**config.mk**
```make
export PLATFORM = sky130hd
export DESIGN_NAME = x_uart_tx
export DESIGN_NICKNAME = d
export VERILOG_FILES = /design/src/rtl/x_uart_tx.sv
export SDC_FILE = /design/constraint.sdc
export NUM_CORES = 1
export LEC_CHECK = 0
export BUFFER_PORTS_ARGS = -buffer_cell sky130_fd_sc_hd__buf_4
export CAP_MARGIN = 40
export CORE_AREA = 10 10 117 119
export DETAILED_ROUTE_END_ITERATION = 10
export DIE_AREA = 0 0 127 129
export SKIP_LAST_GASP = 1
export SLEW_MARGIN = 20
export SYNTH_ARGS = -nofsm -noshare
export SYNTH_HDL_FRONTEND = slang
export SYNTH_SLANG_ARGS = --single-unit
```
**constraint.sdc**
```tcl
create_clock -name i_clk -period 2.1 [get_ports i_clk]
set_input_delay 0.105 -clock i_clk [delete_from_list [all_inputs] [get_ports i_clk]]
set_output_delay 0.105 -clock i_clk [all_outputs]
set_load 0.03 [all_outputs]
```
**src/rtl/x_uart_tx.sv**
```systemverilog
// x_uart_tx: 8N1 UART transmitter for the host link. Bytes arrive on a
// valid/ready handshake, wait in a small FIFO, and are shifted out LSB first
// on o_tx. The bit period is p_clk_hz/p_baud + 1 cycles so the line can be
// looped straight back into the matching receiver.
//
// state   | meaning
// --------+-----------------------------------------------------------
// s_idle  | line high, waiting for the FIFO to hold a byte
// s_start | driving the start bit (low) for one bit period
// s_data  | driving data bit bit_idx, shift register holds remaining bits
// s_stop  | driving the stop bit (high); may chain straight into s_start
module x_uart_tx #(
  parameter int p_clk_hz = 1200000,
  parameter int p_baud   = 115200,
  parameter int p_depth  = 4
) (
  input  logic       i_clk,
  input  logic       i_rst,
  input  logic       i_valid,
  output logic       o_ready,
  input  logic [7:0] i_data,
  output logic       o_tx,
  output logic       o_busy
);

  localparam int p_timer_top = p_clk_hz / p_baud;
  localparam int c_tmr_w     = $clog2(p_timer_top + 1);
  localparam int c_ptr_w     = $clog2(p_depth);
  localparam int c_cnt_w     = c_ptr_w + 1;

  localparam logic [c_tmr_w-1:0] c_tmr_top = c_tmr_w'(p_timer_top);
  localparam logic [c_cnt_w-1:0] c_full    = c_cnt_w'(p_depth);

  localparam logic [1:0] s_idle  = 2'd0;
  localparam logic [1:0] s_start = 2'd1;
  localparam logic [1:0] s_data  = 2'd2;
  localparam logic [1:0] s_stop  = 2'd3;

  logic [7:0]         mem [p_depth];
  logic [c_ptr_w-1:0] wr_ptr;
  logic [c_ptr_w-1:0] rd_ptr;
  logic [c_cnt_w-1:0] count;

  logic [1:0]         state;
  logic [c_tmr_w-1:0] timer;
  logic [7:0]         shift;
  logic [2:0]         bit_idx;

  logic push;
  logic pop;
  logic fifo_empty;
  logic tmr_wrap;

  assign o_ready    = (count != c_full);
  assign fifo_empty = (count == '0);
  assign push       = i_valid & o_ready;
  assign tmr_wrap   = (timer == c_tmr_top);
  assign o_busy     = (state != s_idle) | ~fifo_empty;

  // The FSM pops only when it loads a new frame: from idle, or at the end of a stop bit.
  always_comb begin
    pop = 1'b0;
    case (state)
      s_idle:  pop = ~fifo_empty;
      s_stop:  pop = tmr_wrap & ~fifo_empty;
      default: pop = 1'b0;
    endcase
  end

  // FIFO storage; contents need no reset because count gates every read.
  always_ff @(posedge i_clk) begin
    if (push) begin
      mem[wr_ptr] <= i_data;
    end
  end

  // FIFO pointers and occupancy; a simultaneous push and pop leaves count unchanged.
  always_ff @(posedge i_clk) begin
    if (i_rst) begin
      wr_ptr <= '0;
      rd_ptr <= '0;
      count  <= '0;
    end else begin
      if (push) wr_ptr <= wr_ptr + 1'b1;
      if (pop)  rd_ptr <= rd_ptr + 1'b1;
      case ({push, pop})
        2'b10:   count <= count + 1'b1;
        2'b01:   count <= count - 1'b1;
        default: count <= count;
      endcase
    end
  end

  // Bit timer, frame sequencing and the registered serial output.
  always_ff @(posedge i_clk) begin
    if (i_rst) begin
      state   <= s_idle;
      timer   <= '0;
      shift   <= '0;
      bit_idx <= '0;
      o_tx    <= 1'b1;
    end else begin
      // Held at zero in idle so every frame starts on a fresh bit period.
      if ((state == s_idle) || tmr_wrap) begin
        timer <= '0;
      end else begin
        timer <= timer + 1'b1;
      end

      case (state)
        s_idle: begin
          o_tx <= 1'b1;
          if (pop) begin
            shift <= mem[rd_ptr];
            o_tx  <= 1'b0;
            state <= s_start;
          end
        end
        s_start: begin
          if (tmr_wrap) begin
            o_tx    <= shift[0];
            bit_idx <= '0;
            state   <= s_data;
          end
        end
        s_data: begin
          if (tmr_wrap) begin
            shift <= {1'b0, shift[7:1]};
            if (bit_idx != 3'd7) begin
              bit_idx <= bit_idx + 1'b1;
              o_tx    <= shift[1];
            end else begin
              o_tx  <= 1'b1;
              state <= s_stop;
            end
          end
        end
        s_stop: begin
          if (tmr_wrap) begin
            if (pop) begin
              shift <= mem[rd_ptr];
              o_tx  <= 1'b0;
              state <= s_start;
            end else begin
              state <= s_idle;
            end
          end
        end
        default: begin
          o_tx  <= 1'b1;
          state <= s_idle;
        end
      endcase
    end
  end

endmodule

```
==> impl_metrics.tcl <==
set metrics [dict create \
    vdd_drop_max_mv 0.497 \
    die_area_um2 16400 \
    fin_skew_ps 8.72 \
    place_inst 371 \
    leakage_uw 0.00131 \
    synth-edff-count 32 \
    clk_latency_ps 320 \
    synth_cell_types 48 \
    grt_max_degree 22 \
    nets 274 \
    setup_slack_ps 73.4 \
    finalHoldViolations 0 \
    pre_cts_slack_ps 34.3 \
    die_w_um 127 \
    htree_levels 3 \
    grt_overflow_total 0 \
    cts_buffer_depth 2 \
    ios 14 \
    io_buffers 13 \
    slew-limit-headroom_pct 68.3 \
    hpwlAfterDp_mm 3.74 \
    grt_pass1_wl_mm 9.42 \
    syn_nets 234 \
    synth_top_area_share_pct 34.8 \
    grt_pass1_vias 1955 \
    yosysTopAreaCell "edfxtp_1" \
    synthToLayoutAreaGrowth_pct 28.7 \
    dr_total_vias 1763 \
    start_util_pct 24.4 \
    wire_per_inst_um 14.2 \
    fill_cells 1140 \
    crit_path_max_fanout 3 \
    post-route-period-util_pct 96.5 \
    finalMaxSlewViolations 0 \
    synthCells 208 \
    cts_sinks 59 \
    tns_ps 0 \
    avgSynthCellArea_um2 13.3 \
    path_clk_slew_ps 50 \
    antenna_cells 0 \
    antenna_found_initial 0 \
    totalWireLength_mm 5.62 \
    arrival_ps 2280 \
    ant_nets 0 \
    cts_root_buf "clkbuf_16" \
    end_kind "flop" \
    core-area_um2 11300 \
    drv_cap 0 \
    via_per_inst 4.46 \
    cts_tree "built" \
    final_common_cell "edfxtp_1" \
    cp-start-kind "flop" \
    final_cell_mix "edfxtp_1, buf_4, dfxtp_1" \
    tightest_slew_ps 474 \
    drc 0 \
    synthTopCellsByArea "edfxtp_1, dfxtp_1, mux4_1" \
    rsz0062_at_grt "true" \
    track_usage_pct 7.13 \
    status "complete, no violations" \
    drtIter0Drc 86 \
    hold_class "input pin to flop" \
    required_ps 2350 \
    synth-async-reset-ratio_pct 0 \
    yosysWarnings 0 \
    synthesis.area_um2 2760 \
    crit_type "flop to flop" \
    p_per_area_nw_per_um2 1270 \
    layout-drive-gt1-share_pct 28.6 \
    numCtsBuffers 9 \
    setup_violations 0 \
    ys.flop_type "edfxtp_1" \
    drtPass1Iterations 7 \
    utilization_pct 31.4 \
    die-height_um 129 \
    fmax_ghz 0.493 \
    ys_ff_latch 59 \
    yosysSeqAreaShare_pct 54.3 \
    num_rows 39 \
    fin_cells 395 \
    fin_crit_ps 2030 \
    holdWs_ps 123 \
    gp_congestion 0.768 \
]
## metrics by stage
step	cell area, µm²	total power (µW)
after floorplan	2800	2510
after global placement	3120	2840
after detailed placement	3120	2870
after CTS	3530	4540
after global routing	3550	4790
final	3550	4510
## registers in the layout, summed over array words and instances, names as in the netlist, named ones only
signal,flops
rd_ptr,2
timer,4
wr_ptr,2
state,2
shift,8
mem,32
bit_idx,3
count,3
o_tx,1
## layout make-up
| cell class | count | area [µm²] | share of cell area, % |
|---|---|---|---|
| Inverter | 10 | 37.5 | 1.06 |
| Timing Repair Buffer | 36 | 290 | 8.17 |
| Tap cell | 143 | 179 | 5.03 |
| Clock buffer | 9 | 225 | 6.34 |
| Clock inverter | 6 | 105 | 2.96 |
| Multi-Input combinational cell | 132 | 1200 | 33.8 |
| Sequential cell | 59 | 1520 | 42.6 |
## worst paths after layout
| kind | from | to | slack, ps | cells after the start |
|---|---|---|---|---|
| max | timer[0] | count[2] | 70 | 9 |
| min | i_rst | count[2] | 120 | 2 |
| max reg2reg | timer[0] | count[2] | 70 | 9 |
| min reg2reg | shift[7] | shift[7] | 460 | 2 |
## power by group
part           internal [µW]  switching [µW]
registers               1440             155
logic                    640             649
clock network           1140             485
total                   3220            1290
## kinds of logic after synthesis
group	count (synthesis)	share of synthesized area [%]
adders and majority gates	15	7.07
AOI/OAI and AO/OA	37	9.47
buffers and inverters	17	3.53
xor gates and xnor gates	6	1.90
and+or+nand+nor	56	12.3
muxes	18	11.4
DFF	59	54.3
## what timing repair did
item,4_1_cts,5_1_grt
setup buffers,0,1
gates resized for setup,0,9
hold buffers,8,0
setup endpoints to repair,0,2
endpoints found under the hold margin,32,0
## critical path, stage by stage, from the launching register on
cell      delay [ps]
dfxtp_2          320
inv_1             60
ha_2             200
nand4b_1         150
a211oi_2         280
ha_2             240
fa_2             190
xnor2_1           70
or3_1            320
a21oi_2          120
## cell usage after synthesis, drive strengths merged (3+ instances only)
cell,number
nand4,7
nand2,7
xnor2,4
and3,4
mux2i,3
nor2,14
inv,10
mux4,8
ha,14
o21a,4
nand3,6
o21ai,3
buf,5
o211ai,7
a21oi,14
dfxtp,27
edfxtp,32
mux2,7
or3,3
## layer usage
metal	track usage (%)	vias to the layer above	wire length [µm]	share of wire, %
li1	-	869	-	-
met3	2.38	2	232	4.1
met4	3.28	0	17	0.30
met2	11.5	31	2880	51
met5	0	-	0	0
met1	8.41	861	2490	44
Power figures use the tool's default switching activity.
